<file path="src/rtl/txc_sched_rx.sv">
// ---------------------------------------------------------------------------
// txc_sched_rx_fifo
//   One per egress port. Holds up to DEPTH dispatch descriptors in arrival
//   order and exposes the head combinationally.
//   clk, arst_n        clock, async active-low reset
//   wr_req             descriptor presented for this port this cycle
//   wr_ptr / wr_len    descriptor payload
//   rd_en              pop the head (only asserted when not_empty)
//   not_empty          at least one descriptor stored (registered state only)
//   head_ptr/head_len  descriptor at the read pointer
//   ovf                sticky: a write arrived while full and not popped
// ---------------------------------------------------------------------------
module txc_sched_rx_fifo #(
  parameter int DEPTH = 4,
  parameter int PTR_W = 20,
  parameter int LEN_W = 14
) (
  input  logic             clk,
  input  logic             arst_n,
  input  logic             wr_req,
  input  logic [PTR_W-1:0] wr_ptr,
  input  logic [LEN_W-1:0] wr_len,
  input  logic             rd_en,
  output logic             not_empty,
  output logic [PTR_W-1:0] head_ptr,
  output logic [LEN_W-1:0] head_len,
  output logic             ovf
);

  localparam int CNT_W = $clog2(DEPTH + 1);
  localparam int IDX_W = (DEPTH > 1) ? $clog2(DEPTH) : 1;
  localparam logic [CNT_W-1:0] FULL = CNT_W'(DEPTH);
  localparam logic [IDX_W-1:0] LAST = IDX_W'(DEPTH - 1);

  typedef struct packed {
    logic [PTR_W-1:0] ptr;
    logic [LEN_W-1:0] len;
  } desc_t;

  desc_t            mem [DEPTH];
  logic [IDX_W-1:0] wr_idx, rd_idx;
  logic [CNT_W-1:0] count;
  logic             wr_acc;

  // Pointers wrap modulo DEPTH, which need not be a power of two.
  function automatic logic [IDX_W-1:0] nxt(input logic [IDX_W-1:0] i);
    return (i == LAST) ? '0 : i + 1'b1;
  endfunction

  // A full FIFO still takes the write when its head leaves this same cycle:
  // the freed slot is the one the write pointer already points at.
  assign wr_acc    = wr_req & ((count < FULL) | rd_en);
  assign not_empty = (count != '0);
  assign head_ptr  = mem[rd_idx].ptr;
  assign head_len  = mem[rd_idx].len;

  // Storage needs no reset; count==0 makes stale entries unreachable.
  always_ff @(posedge clk) begin
    if (wr_acc) mem[wr_idx] <= '{ptr: wr_ptr, len: wr_len};
  end

  always_ff @(posedge clk or negedge arst_n) begin
    if (!arst_n) begin
      wr_idx <= '0;
      rd_idx <= '0;
      count  <= '0;
      ovf    <= 1'b0;
    end else begin
      if (wr_acc) wr_idx <= nxt(wr_idx);
      if (rd_en)  rd_idx <= nxt(rd_idx);
      case ({wr_acc, rd_en})
        2'b10:   count <= count + 1'b1;
        2'b01:   count <= count - 1'b1;
        default: ;
      endcase
      if (wr_req && !wr_acc) ovf <= 1'b1;
    end
  end

endmodule

// ---------------------------------------------------------------------------
// txc_sched_rx
//   Transmit-controller end of the scheduler dispatch path. Descriptors from
//   the scheduler land in per-port FIFOs (never back-pressured; overflow is
//   dropped and flagged), are issued through a single output register under
//   round-robin arbitration gated by per-port PFC pause, and every pop hands
//   one credit back to the scheduler.
//   clk, arst_n                 clock, async active-low reset
//   sched_valid/port/ptr/len    incoming descriptor
//   credit_valid/credit_port    one credit returned per popped entry
//   tx_valid/port/ptr/len       offered descriptor, held while !tx_ready
//   tx_ready                    transmit datapath accepts
//   tx_pause                    per-port pause, sampled at arbitration only
//   ovf_err                     sticky per-port overflow flags
// ---------------------------------------------------------------------------
module txc_sched_rx #(
  parameter int NUM_PORTS = 4,
  parameter int DEPTH     = 4,
  parameter int PTR_W     = 20,
  parameter int LEN_W     = 14,
  parameter int PORT_W    = $clog2(NUM_PORTS)
) (
  input  logic                 clk,
  input  logic                 arst_n,
  input  logic                 sched_valid,
  input  logic [PORT_W-1:0]    sched_port,
  input  logic [PTR_W-1:0]     sched_ptr,
  input  logic [LEN_W-1:0]     sched_len,
  output logic                 credit_valid,
  output logic [PORT_W-1:0]    credit_port,
  output logic                 tx_valid,
  output logic [PORT_W-1:0]    tx_port,
  output logic [PTR_W-1:0]     tx_ptr,
  output logic [LEN_W-1:0]     tx_len,
  input  logic                 tx_ready,
  input  logic [NUM_PORTS-1:0] tx_pause,
  output logic [NUM_PORTS-1:0] ovf_err
);

  // The credit leaves two registers after the pop decision, so a descriptor
  // written at cycle N returns its credit at N+3.
  localparam int CRD_STAGES = 2;

  logic [NUM_PORTS-1:0]             wr_req, pop, not_empty, elig;
  logic [NUM_PORTS-1:0][PTR_W-1:0]  head_ptr;
  logic [NUM_PORTS-1:0][LEN_W-1:0]  head_len;
  logic [PORT_W-1:0]                rr_ptr, win, idx;
  logic                             found, load;
  logic [CRD_STAGES:1]              vld_pipe;
  logic [CRD_STAGES:1][PORT_W-1:0]  port_pipe;

  // Eligibility uses registered FIFO state only, so a same-cycle write is
  // never bypassed to the output register.
  for (genvar p = 0; p < NUM_PORTS; p++) begin : g_port
    assign wr_req[p] = sched_valid & (sched_port == PORT_W'(p));
    assign elig[p]   = not_empty[p] & ~tx_pause[p];
    assign pop[p]    = load & found & (win == PORT_W'(p));

    txc_sched_rx_fifo #(
      .DEPTH (DEPTH),
      .PTR_W (PTR_W),
      .LEN_W (LEN_W)
    ) u_fifo (
      .clk       (clk),
      .arst_n    (arst_n),
      .wr_req    (wr_req[p]),
      .wr_ptr    (sched_ptr),
      .wr_len    (sched_len),
      .rd_en     (pop[p]),
      .not_empty (not_empty[p]),
      .head_ptr  (head_ptr[p]),
      .head_len  (head_len[p]),
      .ovf       (ovf_err[p])
    );
  end

  // Rotating-priority search starting at rr_ptr; NUM_PORTS is a power of
  // two so the index wraps naturally.
  always_comb begin
    found = 1'b0;
    win   = '0;
    idx   = '0;
    for (int i = 0; i < NUM_PORTS; i++) begin
      idx = rr_ptr + PORT_W'(i);
      if (!found && elig[idx]) begin
        found = 1'b1;
        win   = idx;
      end
    end
  end

  // Output register refills when empty or when its content is taken.
  assign load = ~tx_valid | tx_ready;

  always_ff @(posedge clk or negedge arst_n) begin
    if (!arst_n) begin
      tx_valid <= 1'b0;
      tx_port  <= '0;
      tx_ptr   <= '0;
      tx_len   <= '0;
      rr_ptr   <= '0;
    end else if (load) begin
      tx_valid <= found;
      if (found) begin
        tx_port <= win;
        tx_ptr  <= head_ptr[win];
        tx_len  <= head_len[win];
        rr_ptr  <= win + 1'b1;
      end
    end
  end

  // Credit return pipeline; port is zeroed on idle stages.
  always_ff @(posedge clk or negedge arst_n) begin
    if (!arst_n) begin
      vld_pipe  <= '0;
      port_pipe <= '0;
    end else begin
      vld_pipe[1]  <= |pop;
      port_pipe[1] <= (|pop) ? win : '0;
      for (int s = 2; s <= CRD_STAGES; s++) begin
        vld_pipe[s]  <= vld_pipe[s-1];
        port_pipe[s] <= port_pipe[s-1];
      end
    end
  end

  assign credit_valid = vld_pipe[CRD_STAGES];
  assign credit_port  = port_pipe[CRD_STAGES];

endmodule

</file>
<file path="config.mk">
export PLATFORM = sky130hd
export DESIGN_NAME = txc_sched_rx
export DESIGN_NICKNAME = d
export VERILOG_FILES = /design/src/rtl/txc_sched_rx.sv
export SDC_FILE = /design/constraint.sdc
export NUM_CORES = 1
export LEC_CHECK = 0
export BUFFER_PORTS_ARGS = -buffer_cell sky130_fd_sc_hd__buf_4
export CAP_MARGIN = 5
export CORE_MARGIN = 2
export CORE_UTILIZATION = 51
export CTS_BUF_LIST = sky130_fd_sc_hd__clkbuf_8
export DETAILED_ROUTE_END_ITERATION = 16
export PLACE_DENSITY = 0.69
export SYNTH_ARGS = -nofsm -noshare
export SYNTH_HDL_FRONTEND = slang
export SYNTH_SLANG_ARGS = --single-unit
</file>
<file path="constraint.sdc">
create_clock -name clk -period 3.4 [get_ports clk]
set_clock_uncertainty 0.15 [all_clocks]
set_input_delay 0.34 -clock clk [delete_from_list [all_inputs] [get_ports clk]]
set_output_delay 0.34 -clock clk [all_outputs]
set_load 0.05 [all_outputs]
</file>
==> out/qor.txt <==
RePlAce Congestion = 0.750
Crit path capture type = register
Crit-path max FO = 34
Final Non-Filler Cells = 2044
Top-count cell post-synth = edfxtp_1
Int Pwr = 15.4 mW
M2 GR Usage = 35.0%
Final hold violations = 0
GRT overflow = 0
Drt pass-1 iters = 6
GRT Max-Usage Layer = met2
Clock power share = 26.5%
ANT nets after route = 0
Clock Root Buffer = clkbuf_8
Reg2reg start = g_port[1].u_fifo.count[2]
Clock-pin slew on the worst setup and hold paths = 70 ps
DIE WIDTH = 221 um
# clock sinks = 621
# fillers = 3229
Placed Cells = 1819
CORE AREA = 46600 sq um
Yosys warns = 0
Syn avg cell area = 21.4 sq um
Hold Crit Class = in2async
Vias in the first global route = 12622
Starting Density = 51.7%
Met3 Use GR = 4.82%
Initial antenna violation count = 1
Design Area, Final = 28200 sq um
Post-synthesis cell area = 24100 sq um
Antenna cells = 0
Tcrit/Tclk final = 92.5%
Layout area overhead = 17.3%
# H-tree levels = 3
Startpoint types = register
Top-area cell type share of the netlist area = 67.9%
Worst Slack Setup Final = 254 ps
Drt drc = 0
Main synth FF type = edfxtp_1
Peak Freq = 318 MHz
Share of cells above drive strength 1 = 32.2%
Sw Ratio = 32.6%
Post-synthesis net count = 1199
Kind of critical path = reg2reg
Max-Cap Viols = 0
Pwr Density = 811 nW/um^2
TritonCTS buffer count = 97
R2R depth = 8
Die Y = 221 um
Grt met1 use = 31.1%
Via-to-Cell Ratio = 5.79
FFs w/ async S/R, synth = 12.4%
Final min period = 3150 ps
Final Power = 22.9 mW
Total GRT Usage = 22.0%
CTS tree = done
Final Max Slew Viols = 0
Combinational power share = 30.7%
Largest net degree at the start of global routing = 71
Post-synth EDFFs = 544
Leak Pwr = 10.2 nW
Seq/Total Area, Yosys = 75.9%
Syn Inst Count = 1127
Psw = 7.47 mW
Placement Setup Slack = 168 ps
First-pass GRT wire length = 79.6 mm
Worst vdd ir = 0.781 mV
Status = finished, final reports clean
Num rows = 79
DRT iter0 DRCs = 975
Via count = 11828
Worst EP required = 3540 ps
Leading area contributor after synthesis = edfxtp_1
Synth area leaders = edfxtp_1, mux4_2, dfrtp_1
CP arrival = 3290 ps
R2R Path End = g_port[1].u_fifo.mem[2][6]
Final setup violation count = 0
Final WL = 52.1 mm
WL/cell = 25.5 um
Distinct cells, synth = 46
Clock Latency Late Sink = 680 ps
Post CTS Setup Buffer Count = 0
Die area = 49000 sq um
Slew headroom = 32.3%
Hpwl dp = 29.0 mm
FF+latch count, synth = 621
Top cells by count, synth = edfxtp_1, mux4_2, dfrtp_1
Placed cell area = 25900 sq um
Worst-Margin Slew = 1020 ps
Layout Nets = 1425
R2R Setup Slk = 250 ps
Flop pwr share = 42.8%
Ports = 88
Port Buf Inserts = 87
Max clock buf depth = 3
## worst max-delay path by stage
stage,end,start
2_1_floorplan,g_port[2].u_fifo.mem[0][0],g_port[1].u_fifo.count[2]
3_3_place_gp,g_port[2].u_fifo.count[2],g_port[1].u_fifo.count[2]
3_5_place_dp,g_port[2].u_fifo.count[2],g_port[1].u_fifo.count[2]
4_1_cts,g_port[2].u_fifo.count[2],g_port[1].u_fifo.count[2]
5_1_grt,g_port[1].u_fifo.count[2],g_port[0].u_fifo.count[2]
6_report,g_port[1].u_fifo.mem[2][6],g_port[1].u_fifo.count[2]
## per-layer routing
metal	routed length [um]	part of all wire (%)
met5	11	0.021
met4	1200	2.3
met3	3340	6.4
met2	25300	49
met1	22200	43
## per-stage QoR
stage	setup TNS (ps)	hold slack, ps	util, %
final	0	50.3	60.6
after global routing	-9.04	62.2	60.6
after CTS	0	17.3	60.6
after detailed placement	0	190	55.6
after global placement	0	183	55.6
after floorplan	0	-106	-
## power groups by stage
stage          clock network, mW  registers [mW]  logic [mW]
4_1_cts                     6.21            9.81        7.11
5_1_grt                     6.53            9.90        7.55
3_5_place_dp                   0            9.96        7.05
3_3_place_gp                   0            9.91        6.94
2_1_floorplan                  0            10.3        4.41
6_report                    6.08            9.80        7.02
## registers in the layout, indices dropped and copies added (netlist names)
signal                flops
credit_port               2
g_port.u_fifo.count      12
g_port.u_fifo.mem       544
g_port.u_fifo.ovf         4
g_port.u_fifo.rd_idx      8
g_port.u_fifo.wr_idx      8
port_pipe                 2
rr_ptr                    2
tx_len                   14
tx_port                   2
tx_ptr                   20
tx_valid                  1
vld_pipe                  2
## cell type report
cell class / instances / area (sq um) / area share, %
Multi-Input combinational cell: 414 / 5470 / 19.4
Sequential cell: 621 / 18300 / 64.7
Inverter: 32 / 120 / 0.425
Timing Repair Buffer: 187 / 1710 / 6.05
Clock buffer: 105 / 1450 / 5.12
Tap cell: 607 / 759 / 2.69
Clock inverter: 78 / 460 / 1.63
## placed cells by master (no fill, tap or decap), types with 10 or more instances in the layout
| master | instances |
|---|---|
| a21o_1 | 39 |
| and2_2 | 16 |
| buf_12 | 16 |
| buf_4 | 129 |
| clkbuf_8 | 105 |
| clkinv_1 | 12 |
| clkinv_2 | 15 |
| dfrtp_1 | 69 |
| dlygate4sd3_1 | 42 |
| edfxtp_1 | 544 |
| ha_1 | 24 |
| inv_1 | 72 |
| mux2i_1 | 70 |
| mux4_2 | 136 |
| nand2_1 | 11 |
| nor2_1 | 10 |
| o22ai_1 | 34 |
## critical path: stages (launching register included)
cell and delay (ps):
dfrtp_1 450, nor3_2 90, nor2_1 320, a21oi_1 110, o22ai_2 320, nand3_1 210
a21oi_2 340, and2_2 210, buf_4 530
## what timing repair did
item | in CTS | in global routing
hold endpoints to repair | 623 | 0
gates resized for setup | 0 | 3
endpoints found under the setup margin | 0 | 3
hold buffers | 42 | 0
## kinds of logic (layout without fill, tap and decap cells)
| kind of cell | Yosys count | in the layout | share of synthesized area [%] |
|---|---|---|---|
| AOI/OAI and AO/OA | 95 | 95 | 2.91 |
| xor gates and xnor gates | 13 | 13 | 0.473 |
| adders and majority gates | 28 | 28 | 1.58 |
| buffers and inverters | 92 | 402 | 1.65 |
| DFF | 621 | 621 | 75.9 |
| muxes | 216 | 216 | 16.1 |
| and+or+nand+nor | 62 | 62 | 1.41 |
Note: power is estimated with default switching activity, not from simulation.
